===== config.mk =====
export PLATFORM = sky130hd
export DESIGN_NAME = hwpe_stream_tcdm_store_fifo
export DESIGN_NICKNAME = d
export VERILOG_FILES = /design/src/rtl/hwpe_stream_package.sv /design/src/rtl/hwpe_stream_fifo_ptr_ctrl.sv /design/src/rtl/hwpe_stream_tcdm_store_fifo.sv
export SDC_FILE = /design/constraint.sdc
export NUM_CORES = 1
export LEC_CHECK = 0
export CAP_MARGIN = 20
export CELL_PAD_IN_SITES_DETAIL_PLACEMENT = 1
export CELL_PAD_IN_SITES_GLOBAL_PLACEMENT = 2
export CORE_ASPECT_RATIO = 0.7
export CORE_MARGIN = 2
export CORE_UTILIZATION = 38
export CTS_CLUSTER_SIZE = 20
export DETAILED_ROUTE_END_ITERATION = 8
export GPL_TIMING_DRIVEN = 0
export PLACE_DENSITY = 0.72
export SYNTH_ARGS = -nofsm -noshare
export SYNTH_HDL_FRONTEND = slang
export SYNTH_SLANG_ARGS = --single-unit

===== constraint.sdc =====
create_clock -name clk_i -period 2.97 [get_ports clk_i]
set_input_delay 0.4455 -clock clk_i [delete_from_list [all_inputs] [get_ports clk_i]]
set_output_delay 0.4455 -clock clk_i [all_outputs]
set_load 0.1 [all_outputs]

===== src/rtl/hwpe_stream_package.sv =====
// Shared types and defaults for the TCDM store FIFO.
// The store FIFO optionally merges same-address writes when HWPE_STREAM_STORE_FIFO_MERGE_EN is defined.
package hwpe_stream_package;

  localparam int unsigned HWPE_STREAM_STORE_FIFO_DEPTH_DEFAULT = 4;
  localparam int unsigned HWPE_STREAM_STORE_ADDR_WIDTH_DEFAULT = 32;
  localparam int unsigned HWPE_STREAM_STORE_DATA_WIDTH_DEFAULT = 32;
  localparam int unsigned HWPE_STREAM_STORE_BE_WIDTH_DEFAULT   = HWPE_STREAM_STORE_DATA_WIDTH_DEFAULT / 8;

  // One buffered write at the default TCDM widths.
  typedef struct packed {
    logic [HWPE_STREAM_STORE_ADDR_WIDTH_DEFAULT-1:0] add;
    logic [HWPE_STREAM_STORE_BE_WIDTH_DEFAULT-1:0]   be;
    logic [HWPE_STREAM_STORE_DATA_WIDTH_DEFAULT-1:0] data;
  } hwpe_stream_store_entry_t;

endpackage


===== src/rtl/hwpe_stream_fifo_ptr_ctrl.sv =====
// Read/write pointers, occupancy and full/empty flags for a power-of-2 FIFO.
// Pointers wrap naturally; the count register disambiguates full from empty.
module hwpe_stream_fifo_ptr_ctrl #(
  parameter int unsigned DEPTH = 4
) (
  input  logic                       clk,
  input  logic                       rst_n,
  input  logic                       clear,
  input  logic                       push,
  input  logic                       pop,
  output logic [$clog2(DEPTH)-1:0]   wr_ptr,
  output logic [$clog2(DEPTH)-1:0]   rd_ptr,
  output logic [$clog2(DEPTH):0]     count,
  output logic                       full,
  output logic                       empty
);

  localparam int unsigned PW = $clog2(DEPTH);
  localparam int unsigned CW = PW + 1;

  logic [PW-1:0] wr_ptr_d, rd_ptr_d;
  logic [CW-1:0] count_d;
  logic          do_push, do_pop;

  assign do_push = push & ~full;
  assign do_pop  = pop & ~empty;

  // Next pointer/count; clear wins over any push or pop.
  always_comb begin
    wr_ptr_d = wr_ptr;
    rd_ptr_d = rd_ptr;
    count_d  = count;
    if (clear) begin
      wr_ptr_d = '0;
      rd_ptr_d = '0;
      count_d  = '0;
    end else begin
      if (do_push) wr_ptr_d = wr_ptr + PW'(1);
      if (do_pop)  rd_ptr_d = rd_ptr + PW'(1);
      case ({do_push, do_pop})
        2'b10:   count_d = count + CW'(1);
        2'b01:   count_d = count - CW'(1);
        default: count_d = count;
      endcase
    end
  end

  always_ff @(posedge clk or negedge rst_n) begin
    if (!rst_n) begin
      wr_ptr <= '0;
      rd_ptr <= '0;
      count  <= '0;
      full   <= 1'b0;
      empty  <= 1'b1;
    end else begin
      wr_ptr <= wr_ptr_d;
      rd_ptr <= rd_ptr_d;
      count  <= count_d;
      full   <= (count_d == CW'(DEPTH));
      empty  <= (count_d == CW'(0));
    end
  end

endmodule


===== src/rtl/hwpe_stream_tcdm_store_fifo.sv =====
// Write-side decoupling FIFO between a TCDM store stage and the interconnect.
// Define HWPE_STREAM_STORE_FIFO_MERGE_EN to merge a write into the tail entry on address match.
module hwpe_stream_tcdm_store_fifo
  import hwpe_stream_package::*;
#(
  parameter int unsigned FIFO_DEPTH = HWPE_STREAM_STORE_FIFO_DEPTH_DEFAULT,
  parameter int unsigned ADDR_WIDTH = HWPE_STREAM_STORE_ADDR_WIDTH_DEFAULT,
  parameter int unsigned DATA_WIDTH = HWPE_STREAM_STORE_DATA_WIDTH_DEFAULT
) (
  input  logic                         clk_i,
  input  logic                         rst_ni,
  input  logic                         clear_i,
  input  logic                         tcdm_slave_req_i,
  output logic                         tcdm_slave_gnt_o,
  input  logic [ADDR_WIDTH-1:0]        tcdm_slave_add_i,
  input  logic                         tcdm_slave_wen_i,
  input  logic [DATA_WIDTH/8-1:0]      tcdm_slave_be_i,
  input  logic [DATA_WIDTH-1:0]        tcdm_slave_data_i,
  output logic                         tcdm_slave_r_valid_o,
  output logic                         tcdm_master_req_o,
  input  logic                         tcdm_master_gnt_i,
  output logic [ADDR_WIDTH-1:0]        tcdm_master_add_o,
  output logic                         tcdm_master_wen_o,
  output logic [DATA_WIDTH/8-1:0]      tcdm_master_be_o,
  output logic [DATA_WIDTH-1:0]        tcdm_master_data_o,
  output logic                         empty_o,
  output logic                         full_o,
  output logic [$clog2(FIFO_DEPTH):0]  count_o,
  output logic                         rd_err_o
);

  localparam int unsigned BE_WIDTH = DATA_WIDTH / 8;
  localparam int unsigned PW       = $clog2(FIFO_DEPTH);
  localparam int unsigned CW       = PW + 1;

  typedef struct packed {
    logic [ADDR_WIDTH-1:0] add;
    logic [BE_WIDTH-1:0]   be;
    logic [DATA_WIDTH-1:0] data;
  } entry_t;

  entry_t        mem_q [FIFO_DEPTH];
  entry_t        wr_entry;
  logic [PW-1:0] wr_ptr, rd_ptr;
  logic [CW-1:0] count;
  logic          full, empty;
  logic          push, pop, gnt;

  assign wr_entry = {tcdm_slave_add_i, tcdm_slave_be_i, tcdm_slave_data_i};
  assign pop      = ~empty & tcdm_master_gnt_i;

`ifdef HWPE_STREAM_STORE_FIFO_MERGE_EN
  logic [PW-1:0] tail_ptr;
  logic          tail_pop, merge_ok, merge;
  entry_t        merged;

  assign tail_ptr = wr_ptr - PW'(1);
  // The tail is also the head only when a single entry is buffered.
  assign tail_pop = pop & (count == CW'(1));
  assign merge_ok = ~empty & ~tcdm_slave_wen_i & ~tail_pop &
                    (tcdm_slave_add_i == mem_q[tail_ptr].add);
  assign gnt      = ~full | merge_ok;
  assign merge    = tcdm_slave_req_i & merge_ok;
  assign push     = tcdm_slave_req_i & gnt & ~tcdm_slave_wen_i & ~merge_ok;

  always_comb begin
    merged    = mem_q[tail_ptr];
    merged.be = mem_q[tail_ptr].be | tcdm_slave_be_i;
    for (int unsigned b = 0; b < BE_WIDTH; b++) begin
      if (tcdm_slave_be_i[b]) merged.data[8*b +: 8] = tcdm_slave_data_i[8*b +: 8];
    end
  end

  always_ff @(posedge clk_i) begin
    if (!clear_i) begin
      if (push)       mem_q[wr_ptr]   <= wr_entry;
      else if (merge) mem_q[tail_ptr] <= merged;
    end
  end
`else
  assign gnt  = ~full;
  assign push = tcdm_slave_req_i & gnt & ~tcdm_slave_wen_i;

  always_ff @(posedge clk_i) begin
    if (!clear_i && push) mem_q[wr_ptr] <= wr_entry;
  end
`endif

  hwpe_stream_fifo_ptr_ctrl #(
    .DEPTH (FIFO_DEPTH)
  ) i_ptr_ctrl (
    .clk    (clk_i),
    .rst_n  (rst_ni),
    .clear  (clear_i),
    .push   (push),
    .pop    (pop),
    .wr_ptr (wr_ptr),
    .rd_ptr (rd_ptr),
    .count  (count),
    .full   (full),
    .empty  (empty)
  );

  // Reads are not supported: grant them, drop them, and flag it until reset/clear.
  always_ff @(posedge clk_i or negedge rst_ni) begin
    if (!rst_ni) begin
      rd_err_o <= 1'b0;
    end else if (clear_i) begin
      rd_err_o <= 1'b0;
    end else if (tcdm_slave_req_i & gnt & tcdm_slave_wen_i) begin
      rd_err_o <= 1'b1;
    end
  end

  assign tcdm_slave_gnt_o     = gnt;
  assign tcdm_slave_r_valid_o = 1'b0;
  assign tcdm_master_req_o    = ~empty;
  assign tcdm_master_wen_o    = 1'b0;
  assign tcdm_master_add_o    = mem_q[rd_ptr].add;
  assign tcdm_master_be_o     = mem_q[rd_ptr].be;
  assign tcdm_master_data_o   = mem_q[rd_ptr].data;
  assign empty_o              = empty;
  assign full_o               = full;
  assign count_o              = count;

endmodule

Word-level counts from Yosys, hierarchy flattened
Memories as Yosys holds them, arrays and structs flattened. Index checks and enable logic that the tools add are counted.

Flip-flop bits (word level): 10. Bits in writable memories: 272. Memories kept: 1. Input port bits: 74. Output and inout bits: 78.

Memories: mem_q (words 4, width 68, rd ports 1, clocked after memory_dff 0, write ports 1, line hwpe_stream_tcdm_store_fifo.sv:42) `entry_t mem_q [FIFO_DEPTH];`.

Equality and inequality tests: 3. $add $sub $neg: 4. Reduce and logical (&&, ||, !) cells: 6. Mux-type cells: 10. Bitwise operators: 9.

Operators by type and width (count): 2-to-1 mux 2 bit (4); bitwise AND 1 bit (6); one-hot mux 3 bit (2 select lines) (1); nonzero test 2 bit (3); adder 2 x 1 -> 2 bit, second input constant (2); 2-to-1 mux 1 bit (4); adder 3 x 1 -> 3 bit, second input constant (1); equality test 3 bit, second input constant (1); zero test 3 bit (1); 2-to-1 mux 3 bit (1); NOT 1 bit (3); subtractor 3 x 1 -> 3 bit, second input constant (1); equality test 2 x 1 -> 1 bit, second input constant (1); equality test 2 bit, second input constant (1); logical AND 1 bit (1); zero test 1 bit (1).

Logic depth before layout (Yosys ltp)
Gate-level depths: netlist of the first run.

Depth after elaboration: 8. Gate-level depth with buffers: 7.

Hierarchy
From an unflattened synthesis of the first run, not the netlist that was laid out.

Cells, all modules: 413. Area, all modules: 10405.0 µm².

Modules (own cells, without submodules): hwpe_stream_tcdm_store_fifo (cells each 373, times used 1, area an instance 9954.5 µm²); hwpe_stream_fifo_ptr_ctrl (cells each 40, times used 1, area an instance 450.4 µm²).

Worst setup path before layout of the first run
Ideal clock, no wire load.

Path type: reg2reg. Start point: reg i_ptr_ctrl.full. End point: mem mem_q[0][0] in the netlist's numbering (enable). Arrival time: 2.988 ns. Cell stages (with the launch flop): 5. Period minus slack after synthesis: 3.421 ns. Setup slack: -0.451 ns. Library setup time: 0.434 ns. Cell sequence: dfrtp_1 nor3b_2 inv_1 nor2_1 and2_1.

Cells in the longest elaborated chain, start to end: 6.

Ends and longest elaborated chain: start, declared (line hwpe_stream_fifo_ptr_ctrl.sv:14) `output logic full,`; start signal, assigned (line hwpe_stream_fifo_ptr_ctrl.sv:59) `full <= (count_d == CW'(DEPTH));`; NOT 1 bit (line hwpe_stream_tcdm_store_fifo.sv:81) `assign gnt = ~full;`; bitwise AND 1 bit (2 in a row) (line hwpe_stream_tcdm_store_fifo.sv:82) `assign push = tcdm_slave_req_i & gnt & ~tcdm_slave_wen_i;`; logical AND 1 bit (line hwpe_stream_tcdm_store_fifo.sv:85) `if (!clear_i && push) mem_q[wr_ptr] <= wr_entry;`; 2-to-1 mux 1 bit (line hwpe_stream_tcdm_store_fifo.sv:85); 2-to-1 mux 1 bit (implied by the code) (line hwpe_stream_tcdm_store_fifo.sv:85); end, declared (line hwpe_stream_tcdm_store_fifo.sv:42).

Every way passes these cells.

Worst setup path in the final report of the first run
Start point: reg i_ptr_ctrl.rd_ptr[1]. End point: out tcdm_master_add_o[2].

Cells in the longest elaborated chain, start to end: 1.

Ends and longest elaborated chain: start, declared (line hwpe_stream_fifo_ptr_ctrl.sv:12) `output logic [$clog2(DEPTH)-1:0] rd_ptr,`; start signal, assigned (line hwpe_stream_fifo_ptr_ctrl.sv:57) `rd_ptr <= rd_ptr_d;`; memory (4 x 68 bit); end, declared (line hwpe_stream_tcdm_store_fifo.sv:22) `output logic [ADDR_WIDTH-1:0] tcdm_master_add_o,`.

Every way passes these cells.

==> flow_metrics.py, run 1 <==
metrics = {
    "layout": {
        "post-route-cell-area_sq_mm": 0.01350,
        "final_nets": 680,
        "layout-drive-gt1-share": 0.3344,
        "syn2layout_area_growth_pct": 28.61,
        "postLayoutCoreUtil": 0.5006,
        "instances_no_fill": 987,
        "seq_area_sq_mm": 0.008419,
        "fill_cells": 2393,
        "multi_input_area_sq_mm": 0.001848,
    },
    "logic_synthesis": {
        "yosysWarningCount": 0,
        "yosysSeqAreaShare": 0.8022,
        "syn-mean-instance-area_sq_um": 25.23,
        "syn_area_sq_mm": 0.01050,
        "ys_ff_latch": 282,
        "yosysUniqueCellTypes": 30,
        "syn-instance-count": 416,
    },
    "placement": {
        "io_buffers": 149,
        "place_inst": 934,
        "pre_cts_slack_ps": -73.71,
        "placed_area_sq_mm": 0.01257,
        "hpwl_microns": 13570,
        "gp_congestion": 0.7010,
    },
    "min_path": {
        "hp-class": "primary input to async pin",
    },
    "worst_setup_path": {
        "r2r_cells": 7,
        "rr_startpoint": "i_ptr_ctrl.full$_DFF_PN0_",
        "worstPathMaxFanout": 10,
        "worstPathRequired_ps": 2520,
        "slowest_stage": "mux4_2",
        "cp_cell_sequence": "buf_2 -> buf_2 -> buf_4 -> mux4_2 -> clkbuf_4",
        "rr_endpoint": "i_ptr_ctrl.full$_DFF_PN0_",
        "start_kind": "flop",
        "critPathKind": "flop to output port",
        "rrSetupSlack_ps": 650,
        "critPathArrivalTime_ps": 2360,
        "path_common_cell": "buf_2",
        "endpoint_kind": "output port",
        "crit_path_max_incr_delay_ps": 380,
    },
    "power": {
        "ir_drop_uv": 544.6,
        "total_power_mw": 10.96,
        "power.density_mw_per_mm2": 811.9,
        "leakage_nw": 4.344,
    },
    "timing": {
        "rsz0062_at_grt": "false",
        "max-slew-margin-rel": 0.3431,
        "hold_viol_final": 0,
        "finClkSkew_ps": 9.388,
        "setup_viol": 0,
        "finalSetupTns_ps": 0,
        "tightestPinTransition_ps": 982.2,
        "setup_ws_ps": 162.3,
        "hold_ws_ps": 246.9,
        "fmax_mhz": 356.2,
        "final_min_period_over_clock_period": 0.9453,
        "period_needed_ps": 2808,
        "slew_violations": 0,
    },
    "detailed_routing": {
        "wire_per_inst_microns": 21.93,
        "viasPerCell": 4.942,
        "route.vias.total": 4878,
        "finalWirelength_microns": 21650,
        "drcViolationCount": 0,
        "drtIter0Drc": 240,
        "ant_nets": 0,
        "first_pass_iters": 4,
    },
    "cts": {
        "cts_root_buffer": "clkbuf_16",
        "h-tree-depth": 1,
        "cts_num_sinks": 282,
        "clk_latency_ps": 540,
        "post_cts_buffers": 0,
        "cts-buffers-inserted": 28,
        "clock_path_buffers": 3,
        "cts_tree": "built",
        "clk_pin_slew_ps": 70,
    },
    "global_route": {
        "grt_max_degree": 51,
        "grt_pass1_wl_microns": 33030,
        "grt_antenna_before_repair": 3,
        "track_usage": 0.1527,
        "gr-total-overflow": 0,
        "grt_pass1_vias": 5509,
    },
    "status": {
        "outcome": "completed",
    },
    "die": {
        "ioPinCount": 152,
        "row_count": 50,
        "core_sq_mm": 0.02696,
        "start_util": 0.3892,
        "die_x_microns": 202.6,
        "die-area_sq_mm": 0.02899,
        "die_h_microns": 143.0,
    },
    "run": {
        "cap_violations": 0,
    },
}
[state kept, by name, indices dropped and copies added, names as in the netlist]
signal and count:
mem_q 272, rd_err_o 1, i_ptr_ctrl.count 3, i_ptr_ctrl.rd_ptr 2, i_ptr_ctrl.wr_ptr 2, i_ptr_ctrl.empty 1
i_ptr_ctrl.full 1
[layout by cell type (no fill, tap or decap), types with 2 or more instances in the layout]
cell type        netlist  layout
clkbuf_1               0       7
a21oi_1                2       2
ha_1                   5       5
clkinvlp_4             0       2
clkbuf_16              0      29
inv_1                  6       6
clkinv_1               0       6
and2_4                 0       4
buf_4                  3       3
edfxtp_1             272     272
nand2_1                2       2
clkdlybuf4s15_2        0      58
bufinv_16              0       3
clkdlybuf4s50_1        0      81
xor2_1                 3       3
buf_2                  9      18
nor2_1                 8       8
xnor2_1                2       2
conb_1                 1       2
buf_16                 0       4
buf_12                 7       7
dfrtp_1                9       9
mux4_2                68      68
clkinv_2               0       5
[synth_stat cells]
cell type / instances / area (sq um)
edfxtp_1: 272 / 8168
nor2b_1: 1 / 6.260
ha_1: 5 / 62.56
mux4_2: 68 / 1531
buf_6: 1 / 11.26
dfstp_2: 1 / 26.28
nor3_1: 1 / 5.000
fa_1: 1 / 20.02
buf_2: 9 / 45.04
xnor2_1: 2 / 17.52
nand2b_1: 1 / 6.260
a21oi_1: 2 / 10.01
xor2_1: 3 / 26.28
inv_1: 6 / 22.52
conb_1: 1 / 3.750
buf_4: 3 / 22.52
nor4b_2: 1 / 15.01
nor3b_2: 1 / 12.51
mux2i_1: 1 / 10.01
dfrtp_1: 9 / 225.2
or2_2: 1 / 6.260
nand3b_1: 1 / 7.510
a211oi_1: 1 / 7.510
o21ba_2: 1 / 10.01
buf_12: 7 / 140.1
nor2_1: 8 / 30.03
nand2_1: 2 / 7.510
and2_1: 4 / 25.02
a31oi_1: 1 / 6.260
nor3b_1: 1 / 7.510
[routing by layer]
metal | global-route usage | up-vias | part of all wire
li1 | - | 2120 | -
met1 | 0.2003 | 2579 | 0.43
met2 | 0.2534 | 128 | 0.49
met3 | 0.04245 | 47 | 0.059
met4 | 0.03957 | 4 | 0.021
met5 | 0 | - | 0.0012
[power by group]
group	switching [mW]	internal, mW	total, mW
registers	0.0436	4.46	4.50
clock network	1.42	2.04	3.46
logic	2.14	0.856	2.99
total	3.60	7.36	11.0
[layout make-up]
cell class,count,area share
clock inverter,16,0.01131
sequential,282,0.6238
inverter,6,0.001669
buffer,20,0.01622
timing repair buffer,153,0.1205
antenna,1,0.0001854
multi-input combinational,109,0.1369
tap,364,0.03374
clock buffer,36,0.05571
[timing repair]
item                       in CTS  in global routing
setup endpoints to repair      68                  1
hold buffers                    0                  0
gates resized for setup       224                  1
[critical path: cells and delay by family (launching register included)]
family	cells	cell delay (ps)
muxes	1	380
DFF	1	320
buffers and inverters	4	1110
[kinds of logic (layout without fill, tap and decap cells)]
family,Yosys count,after routing,synth area share
AND/OR/NAND/NOR,22,22,0.01228
multiplexers,69,69,0.1469
adder cells (fa/ha/maj),6,6,0.007868
XOR/XNOR,5,5,0.004173
other,1,3,0.0003573
AO/OA/AOI/OAI,5,5,0.003220
buffers and inverters,26,231,0.02301
flip-flops,282,282,0.8022
[worst max path at each step]
stage	startpoint	end
after floorplan	i_ptr_ctrl.full$_DFF_PN0_	mem_q[0][0]$_DFFE_PP_
after global placement	tcdm_slave_req_i	mem_q[2][14]$_DFFE_PP_
after detailed placement	i_ptr_ctrl.rd_ptr[1]$_DFFE_PN0P_	tcdm_master_add_o[2]
after CTS	i_ptr_ctrl.rd_ptr[1]$_DFFE_PN0P_	tcdm_master_add_o[2]
after global routing	i_ptr_ctrl.rd_ptr[1]$_DFFE_PN0P_	tcdm_master_add_o[2]
final	i_ptr_ctrl.rd_ptr[1]$_DFFE_PN0P_	tcdm_master_add_o[2]
Note: power is estimated with default switching activity, not from simulation.
==> run 2: changes to the inputs <==
--- a/config.mk
+++ b/config.mk
@@ -9,7 +9,6 @@
 export CELL_PAD_IN_SITES_DETAIL_PLACEMENT = 1
 export CELL_PAD_IN_SITES_GLOBAL_PLACEMENT = 2
 export CORE_ASPECT_RATIO = 0.7
-export CORE_MARGIN = 2
 export CORE_UTILIZATION = 38
 export CTS_CLUSTER_SIZE = 20
 export DETAILED_ROUTE_END_ITERATION = 8
==> run 2 against run 1 <==
Clock-buffer cell count shrank 1. Largest power group unchanged. Non-clock buffer count is the same. First-iteration DRC count shrank 23%. Largest cell class unchanged.
==> flow_metrics.py, run 2 (same netlist as run 1, synthesis figures left out) <==
metrics = {
    "status": {
        "outcome": "completed",
    },
    "global_route": {
        "track_usage": 0.1497,
        "grt_antenna_before_repair": 0,
        "gr-total-overflow": 0,
        "grt_max_degree": 40,
        "grt_pass1_wl_microns": 31980,
        "grt_pass1_vias": 5445,
    },
    "timing": {
        "tightestPinTransition_ps": 982.5,
        "max-slew-margin-rel": 0.3429,
        "setup_viol": 0,
        "hold_ws_ps": 232.4,
        "hold_viol_final": 0,
        "slew_violations": 0,
        "rsz0062_at_grt": "false",
        "period_needed_ps": 2794,
        "fmax_mhz": 357.9,
        "final_min_period_over_clock_period": 0.9409,
        "finClkSkew_ps": 14.95,
    },
    "detailed_routing": {
        "routed-wl-met3_microns": 1302,
        "wire_per_inst_microns": 20.96,
        "finalWirelength_microns": 20600,
        "drtIter0Drc": 186,
        "drcViolationCount": 0,
        "first_pass_iters": 4,
        "top_layer": "met4",
        "ant_nets": 0,
        "route.vias.total": 4780,
        "met1_length_microns": 8971,
        "wl_met2_microns": 9929,
        "viasPerCell": 4.863,
    },
    "placement": {
        "placed_area_sq_mm": 0.01257,
        "io_buffers": 149,
        "hpwl_microns": 13010,
        "gp_congestion": 0.6951,
        "place_inst": 934,
    },
    "die": {
        "die-area_sq_mm": 0.02830,
        "row_count": 50,
        "die_h_microns": 141.0,
        "ioPinCount": 152,
        "core_sq_mm": 0.02690,
        "die_x_microns": 200.6,
        "start_util": 0.3901,
    },
    "layout": {
        "top_regs": "mem_q x272, i_ptr_ctrl.count x3",
        "post-route-cell-area_sq_mm": 0.01345,
        "syn2layout_area_growth_pct": 28.11,
        "instances_no_fill": 983,
        "largest_register_ffs": 272,
        "final_nets": 679,
        "layout-drive-gt1-share": 0.3344,
        "final_cell_mix": "272 x edfxtp_1, 81 x clkdlybuf4s50_1, 68 x mux4_2",
        "final_common_cell": "edfxtp_1",
        "postLayoutCoreUtil": 0.4998,
        "antenna_cells": 0,
        "regMostFlops": "mem_q",
    },
    "cts": {
        "holdBufCountCts": 0,
        "clock_path_buffers": 3,
        "clk_latency_ps": 540,
        "cts_root_buffer": "clkbuf_16",
        "h-tree-depth": 1,
        "cts-buffers-inserted": 27,
        "cts_num_sinks": 282,
        "cts_tree": "built",
        "clk_pin_slew_ps": 70,
    },
    "power": {
        "total_power_mw": 10.83,
        "ir_drop_uv": 504.7,
        "power.density_mw_per_mm2": 805.3,
        "leakage_nw": 4.324,
    },
    "worst_setup_path": {
        "start_kind": "flop",
        "critPathArrivalTime_ps": 2350,
        "critPathKind": "flop to output port",
        "worstPathMaxFanout": 10,
        "rrSetupSlack_ps": 670,
        "endpoint_kind": "output port",
        "worstPathRequired_ps": 2520,
    },
    "min_path": {
        "hp-class": "primary input to async pin",
    },
    "run": {
        "cap_violations": 0,
    },
}
-- run 2: cell types whose count changed in the layout (fill, tap and decap cells not counted), sizes merged --
cell	previous run	this run
inv	6	7
buf	33	34
clkbuf	37	35
clkinvlp	2	1
diode	1	0
clkinv	11	9
-- run 2: what timing repair did --
item	in CTS	in global routing
cloned	0	0
setup buffers	0	0
endpoints found under the hold margin	0	0
setup endpoints to repair	68	1
gates resized for setup	222	2
-- run 2: worst max-delay path, cell delays in order, from the launching register on --
cell and delay, ps:
dfrtp_1 320, buf_2 200, buf_2 350, buf_4 280, mux4_2 240, buf_2 430
-- run 2: routing by layer --
metal  track usage  vias up
met5             0        -
met3       0.04646       36
li1              -     2117
met4       0.03576        0
met1        0.1968     2506
met2        0.2445      121
-- run 2: stage by stage --
step	setup WS, ps	TNS [ps]
6_report	175.6	0
5_1_grt	3.029	0
4_1_cts	-116.7	-116.7
3_5_place_dp	-60.35	-344.0
3_3_place_gp	-561.8	-149820
2_1_floorplan	294.6	0
-- run 2: layout make-up --
| cell class | instances | area, sq um |
|---|---|---|
| plain buffers | 20 | 219.0 |
| flip-flops and latches | 282 | 8419 |
| inverters | 6 | 22.52 |
| repair buffers | 153 | 1624 |
| multi-input cells | 109 | 1848 |
| clock inverters | 14 | 151.4 |
| clock buffers | 35 | 705.7 |
| fillers | 2403 | 13460 |
| well taps | 364 | 455.4 |
-- run 2: worst paths after layout --
kind                                                  startpoint                               end  cells after the start
worst max-delay path            i_ptr_ctrl.rd_ptr[1]$_DFFE_PN0P_              tcdm_master_add_o[4]                      5
worst min-delay path                                      rst_ni  i_ptr_ctrl.wr_ptr[0]$_DFFE_PN0P_                      1
worst max register to register         i_ptr_ctrl.full$_DFF_PN0_         i_ptr_ctrl.full$_DFF_PN0_                      7
worst min register to register              rd_err_o$_DFFE_PN0P_              rd_err_o$_DFFE_PN0P_                      2
max in group asynchronous                                 rst_ni        i_ptr_ctrl.empty$_DFF_PN1_                      1
min in group clk_i                          rd_err_o$_DFFE_PN0P_              rd_err_o$_DFFE_PN0P_                      2
-- run 2: power by group --
group	switching [mW]	internal (mW)
Combinational	2.13	0.854
Clock	1.41	1.94
Sequential	0.0399	4.46
